===== src/rtl/vga_sync_pkg.sv =====
// Shared 640x480@60 Hz timing constants and the read-back register map for vga_sync_core.
package vga_sync_pkg;

   localparam int HD = 640;
   localparam int HF = 16;
   localparam int HB = 48;
   localparam int HR = 96;
   localparam int HT = HD + HF + HB + HR;

   localparam int VD = 480;
   localparam int VF = 10;
   localparam int VB = 33;
   localparam int VR = 2;
   localparam int VT = VD + VF + VB + VR;

   typedef enum logic [1:0] {
      REG_STATUS = 2'd0,
      REG_FRAME  = 2'd1,
      REG_POS    = 2'd2,
      REG_CLEAR  = 2'd3
   } reg_addr_e;

   // Bundle carried through the delay chain is {hsync, vsync, video_on}; idle = syncs high, blanked.
   localparam logic [2:0] SYNC_IDLE = 3'b110;

endpackage


===== src/rtl/vga_sync_delay.sv =====
// Tick-enabled shift register that aligns {hsync, vsync, video_on} with the upstream pixel latency.
// DEPTH = 0 degenerates to a wire.
module vga_sync_delay
   import vga_sync_pkg::*;
#(
   parameter int DEPTH = 2
) (
   input  logic       clk,
   input  logic       reset,
   input  logic       en_i,
   input  logic [2:0] d_i,
   output logic [2:0] q_o
);

   if (DEPTH == 0) begin : g_bypass
      logic unused_ctrl;
      assign unused_ctrl = ^{clk, reset, en_i};
      assign q_o = d_i;
   end else begin : g_chain
      logic [2:0] stage_q [DEPTH];

      // NOTE: the chain is plain flops, not a RAM, so every stage can take the async reset.
      always_ff @(posedge clk or posedge reset) begin
         if (reset) begin
            for (int i = 0; i < DEPTH; i++) stage_q[i] <= SYNC_IDLE;
         end else if (en_i) begin
            // NOTE: non-blocking assignments let every stage sample its neighbour's old value.
            stage_q[0] <= d_i;
            for (int i = 1; i < DEPTH; i++) stage_q[i] <= stage_q[i-1];
         end
      end

      assign q_o = stage_q[DEPTH-1];
   end

endmodule


===== src/rtl/vga_sync_core.sv =====
// VGA timing generator, pin driver and read-back registers at the end of the video stream chain.
// Define VGA_SYNC_FRAME_CNT_EN to build the frame counter, frame_start and the addr 1/3 registers.
module vga_sync_core
   import vga_sync_pkg::*;
#(
   parameter int CD         = 12,
   parameter int PIPE_DELAY = 2,
   parameter int TICK_DIV   = 4,
   // Timing overrides; left at their defaults for a real 640x480 panel.
   parameter int H_DISP     = HD,
   parameter int H_FRONT    = HF,
   parameter int H_BACK     = HB,
   parameter int H_RETR     = HR,
   parameter int V_DISP     = VD,
   parameter int V_FRONT    = VF,
   parameter int V_BACK     = VB,
   parameter int V_RETR     = VR
) (
   input  logic          clk,
   input  logic          reset,
   output logic [10:0]   x,
   output logic [10:0]   y,
   output logic          p_tick,
   output logic          frame_start,
   input  logic [CD-1:0] si_rgb,
   output logic [CD-1:0] rgb,
   output logic          hsync,
   output logic          vsync,
   input  logic          cs,
   input  logic          read,
   input  logic          write,
   input  logic [13:0]   addr,
   input  logic [31:0]   wr_data,
   output logic [31:0]   rd_data
);

   localparam int               DIV_W    = (TICK_DIV > 1) ? $clog2(TICK_DIV) : 1;
   localparam logic [DIV_W-1:0] DIV_LAST = DIV_W'(TICK_DIV - 1);
   localparam logic [10:0]      H_LAST   = 11'(H_DISP + H_FRONT + H_BACK + H_RETR - 1);
   localparam logic [10:0]      V_LAST   = 11'(V_DISP + V_FRONT + V_BACK + V_RETR - 1);
   localparam logic [10:0]      H_VIS    = 11'(H_DISP);
   localparam logic [10:0]      V_VIS    = 11'(V_DISP);
   localparam logic [10:0]      HS_FIRST = 11'(H_DISP + H_FRONT);
   localparam logic [10:0]      HS_LAST  = 11'(H_DISP + H_FRONT + H_RETR - 1);
   localparam logic [10:0]      VS_FIRST = 11'(V_DISP + V_FRONT);
   localparam logic [10:0]      VS_LAST  = 11'(V_DISP + V_FRONT + V_RETR - 1);

   logic [DIV_W-1:0] div_q, div_d;
   logic [10:0]      h_q, h_d, v_q, v_d;
   logic             h_end, v_end;
   logic             video_on_raw, hsync_raw, vsync_raw;
   logic [2:0]       sync_dly;
   logic [CD-1:0]    rgb_q;
   logic             hsync_q, vsync_q;
   logic [31:0]      frame_word, rd_word, rd_data_q;
   logic             unused_inputs;

   assign p_tick = (div_q == DIV_LAST);
   assign h_end  = (h_q == H_LAST);
   assign v_end  = (v_q == V_LAST);

   always_comb begin
      // NOTE: defaults first, so no path through this block can leave a variable unassigned (no latch).
      div_d = div_q + 1'b1;
      h_d   = h_q;
      v_d   = v_q;
      if (p_tick) begin
         div_d = '0;
         h_d   = h_end ? 11'd0 : h_q + 11'd1;
         if (h_end) v_d = v_end ? 11'd0 : v_q + 11'd1;
      end
   end

   assign video_on_raw = (h_q < H_VIS) && (v_q < V_VIS);
   assign hsync_raw    = !((h_q >= HS_FIRST) && (h_q <= HS_LAST));
   assign vsync_raw    = !((v_q >= VS_FIRST) && (v_q <= VS_LAST));

   vga_sync_delay #(
      .DEPTH (PIPE_DELAY)
   ) u_delay (
      .clk   (clk),
      .reset (reset),
      .en_i  (p_tick),
      .d_i   ({hsync_raw, vsync_raw, video_on_raw}),
      .q_o   (sync_dly)
   );

   always_ff @(posedge clk or posedge reset) begin
      if (reset) begin
         div_q     <= '0;
         h_q       <= '0;
         v_q       <= '0;
         rgb_q     <= '0;
         hsync_q   <= 1'b1;
         vsync_q   <= 1'b1;
         rd_data_q <= '0;
      end else begin
         div_q <= div_d;
         h_q   <= h_d;
         v_q   <= v_d;
         // Pins move only on pixel ticks so rgb and both syncs change on the same edge.
         if (p_tick) begin
            rgb_q   <= sync_dly[0] ? si_rgb : '0;
            hsync_q <= sync_dly[2];
            vsync_q <= sync_dly[1];
         end
         if (cs && read) rd_data_q <= rd_word;
      end
   end

`ifdef VGA_SYNC_FRAME_CNT_EN
   logic [31:0] frame_q, frame_d;
   logic        frame_wrap, frame_clear;

   assign frame_wrap  = p_tick && h_end && v_end;
   assign frame_clear = cs && write && (addr[1:0] == REG_CLEAR);

   // A clear landing on the wrap tick wins over the increment.
   always_comb begin
      frame_d = frame_q;
      if (frame_clear)     frame_d = '0;
      else if (frame_wrap) frame_d = frame_q + 32'd1;
   end

   always_ff @(posedge clk or posedge reset) begin
      if (reset) frame_q <= '0;
      else       frame_q <= frame_d;
   end

   assign frame_start = frame_wrap;
   assign frame_word  = frame_q;
`else
   assign frame_start = 1'b0;
   assign frame_word  = '0;
`endif

   always_comb begin
      rd_word = '0;
      case (reg_addr_e'(addr[1:0]))
         REG_STATUS: rd_word = {30'd0, video_on_raw, (v_q >= V_VIS)};
         REG_FRAME:  rd_word = frame_word;
         REG_POS:    rd_word = {10'd0, v_q, h_q};
         default:    rd_word = '0;
      endcase
   end

   // Write data carries no information and only addr[1:0] is decoded.
   assign unused_inputs = ^{wr_data, addr[13:2], write};

   assign x       = h_q;
   assign y       = v_q;
   assign rgb     = rgb_q;
   assign hsync   = hsync_q;
   assign vsync   = vsync_q;
   assign rd_data = rd_data_q;

endmodule


===== config.mk =====
export PLATFORM = sky130hd
export DESIGN_NAME = vga_sync_core
export DESIGN_NICKNAME = d
export VERILOG_FILES = /design/src/rtl/vga_sync_pkg.sv /design/src/rtl/vga_sync_delay.sv /design/src/rtl/vga_sync_core.sv
export SDC_FILE = /design/constraint.sdc
export NUM_CORES = 1
export LEC_CHECK = 0
export BUFFER_PORTS_ARGS = -buffer_cell sky130_fd_sc_hd__buf_2
export CAP_MARGIN = 25
export CORE_ASPECT_RATIO = 1.25
export CORE_MARGIN = 2
export CORE_UTILIZATION = 50
export DETAILED_ROUTE_END_ITERATION = 10
export GPL_ROUTABILITY_DRIVEN = 1
export GPL_TIMING_DRIVEN = 0
export PLACE_DENSITY = 0.85
export SKIP_CTS_REPAIR_TIMING = 1
export SLEW_MARGIN = 40
export SYNTH_ARGS = -nofsm -noshare
export SYNTH_HDL_FRONTEND = slang
export SYNTH_SLANG_ARGS = --single-unit

===== constraint.sdc =====
create_clock -name clk -period 3.2 [get_ports clk]
set_input_delay 0.32 -clock clk [delete_from_list [all_inputs] [get_ports clk]]
set_output_delay 0.32 -clock clk [all_outputs]
set_load 0.05 [all_outputs]

==> impl_metrics.json, run 1 <==
{
  "outcome": "finished, final reports clean",
  "clockBufferDepth": 2,
  "via_count": 2455,
  "cap_violations": 0,
  "antenna_found_initial": 0,
  "ant_nets": 0,
  "synthTopCellsByCount": "dfrtp_1 (60), nand2_1 (27), a22o_1 (23)",
  "critical_path_required_ps": 3460,
  "worst_pin_slew_ps": 623.6,
  "syn_inst": 273,
  "yosysTopAreaCellShare": 0.5076,
  "setup_viol": 0,
  "maxSlewViolCount": 0,
  "finalWirelength_um": 6677,
  "crit_path_max_incr_delay_ps": 600,
  "synth_ff_type": "dfrtp_1",
  "fin_crit_ps": 2309,
  "die_height_um": 89.99,
  "synth_edf_count": 0,
  "cts.clk_slew.worst_paths_ps": 70,
  "finClkSkew_ps": 13.24,
  "grt_overflow_total": 0,
  "n_antenna_cell": 0,
  "synthArstFlopShare": 1.000,
  "grt_util_all_layers": 0.2127,
  "avgRoutedWirePerCell_um": 15.07,
  "fin_nets": 440,
  "vias_per_cell": 5.542,
  "timing.final.crit_share": 0.7217,
  "yosys_warnings": 0,
  "clk_latency_ps": 340,
  "gp_congestion": 0.8724,
  "dieArea_um2": 6551,
  "dp_hpwl_um": 4771,
  "synth_area_leaders": "dfrtp_1 (51%), a22o_1 (6.8%), dfstp_2 (5.3%)",
  "dieWidth_um": 72.80,
  "rsz0062_at_grt": "false",
  "hold_class": "input port to register",
  "slowest_stage": "or4_1",
  "htreeDepth": 3,
  "fillers": 438,
  "post-route-util": 0.6458,
  "end_kind": "register",
  "hold_viol": 0,
  "setup_ws_ps": 890.5,
  "crit_buf_inv": 1,
  "ys_seq_elements": 66,
  "crit_type": "register to register",
  "cts_tree": "built",
  "drive_gt1_frac": 0.3263,
  "synth_top_area_cell": "dfrtp_1",
  "ys_seq_area_frac": 0.5609,
  "grt_pass1_wl_um": 10830,
  "powerDensity_nw_per_um2": 465.6,
  "setup_tns_ps": 0,
  "path_cells": "ha_1 -> nand2_1 -> or4_1 -> buf_2 -> nor3_1 -> xor2_1",
  "cts.sinks": 66,
  "syn-cell-area_um2": 2958,
  "numCtsBuffers": 9,
  "syn_avg_cell_area_um2": 10.83,
  "first_iter_violations": 161,
  "area_growth_pct": 25.34,
  "start_util": 0.5153,
  "grt_max_degree": 37,
  "max_freq_ghz": 0.4330,
  "grt_pass1_vias": 2289,
  "drtPass1Iterations": 6,
  "critPathLaunchType": "register",
  "root_buffer": "clkbuf_8",
  "pre_cts_slack_ps": 943.1,
  "crit_fanout": 10,
  "synth_cell_types": 42,
  "core_um2": 5741,
  "critical_path.top_delay_family": "simple AND/OR/NAND/NOR gates",
  "drc": 0,
  "maxSlewHeadroom": 0.5811,
  "synth_most_common_cell": "dfrtp_1",
  "core.rowCount": 31,
  "arrival_ps": 2570,
  "port_buffers": 76,
  "power_leakage_uw": 0.001849,
  "io_pins": 133,
  "vdd_ir_drop_max_mv": 0.2237
}
stage by stage:
stage	hold slack [ps]	cell area (um2)	total power [uW]	cells
final	184.4	3707	1726	443
after global routing	197.1	3707	1778	443
after CTS	-35.28	3697	1730	442
after detailed placement	334.6	3490	1012	426
after global placement	413.9	3458	1005	425
after floorplan	403.1	2995	976.2	283
cell families after synthesis:
| kind of cell | synth area share |
|---|---|
| simple gates | 0.1527 |
| flops | 0.5609 |
| compound gates | 0.1282 |
| buf+inv | 0.07064 |
| xor+xnor | 0.03849 |
| mux | 0.02665 |
| fa+ha+maj | 0.02115 |
| other cells | 0.001268 |
placed cells by master (no fill, tap or decap), types with 5 or more instances in the layout:
cell type	instances
buf_2	78
dfrtp_1	60
nand2_1	27
a22o_1	23
o21ai_0	19
inv_1	17
clkbuf_1	12
clkbuf_8	12
buf_4	11
conb_1	11
nor2_1	10
nand3_1	9
nand4_1	9
xnor2_1	8
nor3_1	8
mux2_2	7
dfstp_2	6
xor2_1	5
ha_1	5
power breakdown:
part           switching, uW  internal [uW]
combinational            109           35.7
sequential              5.80            846
clock                    306            423
flip-flops by register name, indices dropped and copies added (netlist names):
signal                   count
rd_data                     22
rgb                         12
x                           11
vsync                        1
div_q                        2
u_delay.g_chain.stage_q      3
u_delay.q_o                  3
hsync                        1
y                           11
path summary, 6_finish.rpt:
kind,start,endpoint,slack (ps),depth (start not counted)
max in group asynchronous,reset,u_delay.q_o[2],2100,4
max reg2reg,x[0],y[7],890,6
min in group asynchronous,reset,rd_data[10],500,3
min reg2reg,div_q[0],div_q[0],450,1
max,x[0],y[7],890,6
min,si_rgb[7],rgb[7],180,3
layer usage:
| layer | share of wire | vias to the layer above | GRT usage |
|---|---|---|---|
| li1 | - | 1141 | - |
| met1 | 0.39 | 1200 | 0.2621 |
| met2 | 0.52 | 94 | 0.3394 |
| met3 | 0.061 | 20 | 0.05493 |
| met4 | 0.028 | 0 | 0.1080 |
| met5 | 0 | - | 0 |
tightest hold or removal path, stage by stage:
cell and delay (ps):
buf_2 70, nand2_1 30, o21ai_0 60
area by class of cell:
class	count	area [um2]	share of cell area
timing repair buffer	78	410.4	0.1107
tap	66	82.58	0.02227
multi-input combinational	175	1136	0.3064
clock buffer	14	172.7	0.04657
buffer	24	141.4	0.03814
sequential	66	1659	0.4475
clock inverter	2	35.03	0.009450
inverter	18	70.07	0.01890
(Power assumes the default switching activity.)
==> run 2, diff against run 1 <==
--- a/config.mk
+++ b/config.mk
@@ -9,11 +9,11 @@
 export CAP_MARGIN = 25
 export CORE_ASPECT_RATIO = 1.25
 export CORE_MARGIN = 2
-export CORE_UTILIZATION = 50
+export CORE_UTILIZATION = 42
 export DETAILED_ROUTE_END_ITERATION = 10
 export GPL_ROUTABILITY_DRIVEN = 1
 export GPL_TIMING_DRIVEN = 0
-export PLACE_DENSITY = 0.85
+export PLACE_DENSITY = 0.76
 export SKIP_CTS_REPAIR_TIMING = 1
 export SLEW_MARGIN = 40
 export SYNTH_ARGS = -nofsm -noshare
==> constraint.sdc (replaced) <==
create_clock -name clk -period 2.1 [get_ports clk]
set_input_delay 0.21 -clock clk [delete_from_list [all_inputs] [get_ports clk]]
set_output_delay 0.21 -clock clk [all_outputs]
set_load 0.05 [all_outputs]
==> impl_metrics.json, run 2 (synthesized netlist as in run 1, its figures left out) <==
{
  "powerDensity_nw_per_um2": 703.4,
  "drive_gt1_frac": 0.3665,
  "grt_util_all_layers": 0.1791,
  "final_cells": 472,
  "fin_nets": 445,
  "area_growth_pct": 29.36,
  "crit_type": "register to register",
  "vias_per_cell": 5.153,
  "r2r_cells": 4,
  "hold_viol": 0,
  "violations": "negative setup slack",
  "largest_reg_flops": 22,
  "avgRoutedWirePerCell_um": 14.03,
  "pwr-share-clk": 0.436,
  "p_sw_frac": 0.2416,
  "p_sw_uw": 650.2,
  "power_leakage_uw": 0.001895,
  "core_um2": 6892,
  "vdd_ir_drop_max_mv": 0.3051,
  "use_met3": 0.03604,
  "dp_hpwl_um": 4700,
  "gp_congestion": 0.8763,
  "port_buffers": 76,
  "worst_pin_slew_ps": 521.3,
  "grt_max_degree": 46,
  "dieArea_um2": 7734,
  "numCtsBuffers": 9,
  "io_pins": 133,
  "top_usage_layer": "met2",
  "critical_path_required_ps": 2370,
  "maxSlewViolCount": 0,
  "max_freq_ghz": 0.4659,
  "layout_commonest_cell": "buf_2",
  "core.rowCount": 34,
  "hold_class": "input port to register",
  "timing.final.crit_share": 1.022,
  "critPathLaunchType": "register",
  "met1_usage": 0.2164,
  "rsz0062_at_grt": "true",
  "grt_pass1_vias": 2351,
  "finalWirelength_um": 6624,
  "start_util": 0.4292,
  "via_count": 2432,
  "clockBufferDepth": 2,
  "drtPass1Iterations": 5,
  "first_iter_violations": 170,
  "ant_nets": 0,
  "setup_viol": 2,
  "arrival_ps": 2410,
  "maxSlewHeadroom": 0.6525,
  "root_buffer": "clkbuf_8",
  "fin_crit_ps": 2146,
  "combPwrFrac": 0.082,
  "dp_cells": 450,
  "layout_common_cells": "buf_2 (76), dfrtp_1 (55), nand2_1 (27), a22o_1 (23), buf_4 (19)",
  "outcome": "finished with violations",
  "antenna_found_initial": 0,
  "finClkSkew_ps": 15.51,
  "die_height_um": 97.83,
  "grt_pass1_wl_um": 10940,
  "end_kind": "register",
  "post-route-util": 0.5552,
  "clk_latency_ps": 340,
  "crit_fanout": 7,
  "hold_depth": 3,
  "dieWidth_um": 79.06,
  "htreeDepth": 3,
  "drc": 0,
  "cap_violations": 0,
  "holdWs_ps": 74.12,
  "setup_ws_ps": -46.36,
  "power.internal_uw": 2041,
  "n_antenna_cell": 0,
  "met2_usage": 0.2986,
  "cts.sinks": 66,
  "grt_overflow_total": 0,
  "cts.clk_slew.worst_paths_ps": 70,
  "p_seq_frac": 0.483,
  "cts_tree": "built"
}
-- run 2: changes by cell type in the layout (fill, tap and decap cells not counted), moves of 2 or more --
cell      delta
buf_2        -2
buf_4        +8
clkbuf_1     -2
clkbuf_8     -2
dfrtp_1      -5
dfrtp_2      +5
nor3_1       -2
o21ai_0      -3
o21ai_1      +3
-- run 2: final cells by class --
| type | instances | area (um2) |
|---|---|---|
| Clock buffer | 11 | 141.4 |
| Clock inverter | 5 | 77.57 |
| Inverter | 18 | 70.07 |
| Multi-Input combinational cell | 175 | 1161 |
| Sequential cell | 66 | 1665 |
| Fill cell | 626 | 3065 |
| Timing Repair Buffer | 86 | 470.5 |
| Tap cell | 90 | 112.6 |
| Buffer | 21 | 127.6 |
-- run 2: layer usage --
metal	vias to the layer above	part of all wire
met3	14	0.051
met5	-	0
met4	0	0.025
li1	1153	-
met1	1179	0.41
met2	86	0.51
-- run 2: power by group through the flow --
stage	combinational (uW)	clock, uW	sequential, uW
finish	220	1170	1300
global placement	213	0	1320
floorplan	101	0	1390
CTS	221	1200	1300
global route	237	1270	1300
detailed placement	221	0	1320
-- run 2: stage by stage --
stage          setup WS [ps]  TNS (ps)  cell area, um2  total power [uW]
2_1_floorplan         -172.0    -592.2            3020              1487
5_1_grt               -105.7    -290.6            3826              2803
3_3_place_gp          -695.5    -31310            3513              1534
4_1_cts               -160.2    -723.1            3764              2716
3_5_place_dp          -137.7    -578.0            3545              1543
6_report              -46.36    -76.79            3826              2691
-- run 2: worst max-delay path, stage by stage (launching register included) --
cell	delay, ps
dfrtp_2	460
or4_4	560
or4_4	500
or4b_1	470
o21ai_1	80
-- run 2: path summary, 6_finish.rpt --
path,from,to,slack [ps]
max reg2reg,x[6],y[9],-50
max in group asynchronous,reset,u_delay.q_o[2],1140
min in group asynchronous,reset,rd_data[10],360
min,si_rgb[1],rgb[1],70
max,x[6],y[9],-50
min reg2reg,div_q[0],div_q[0],430
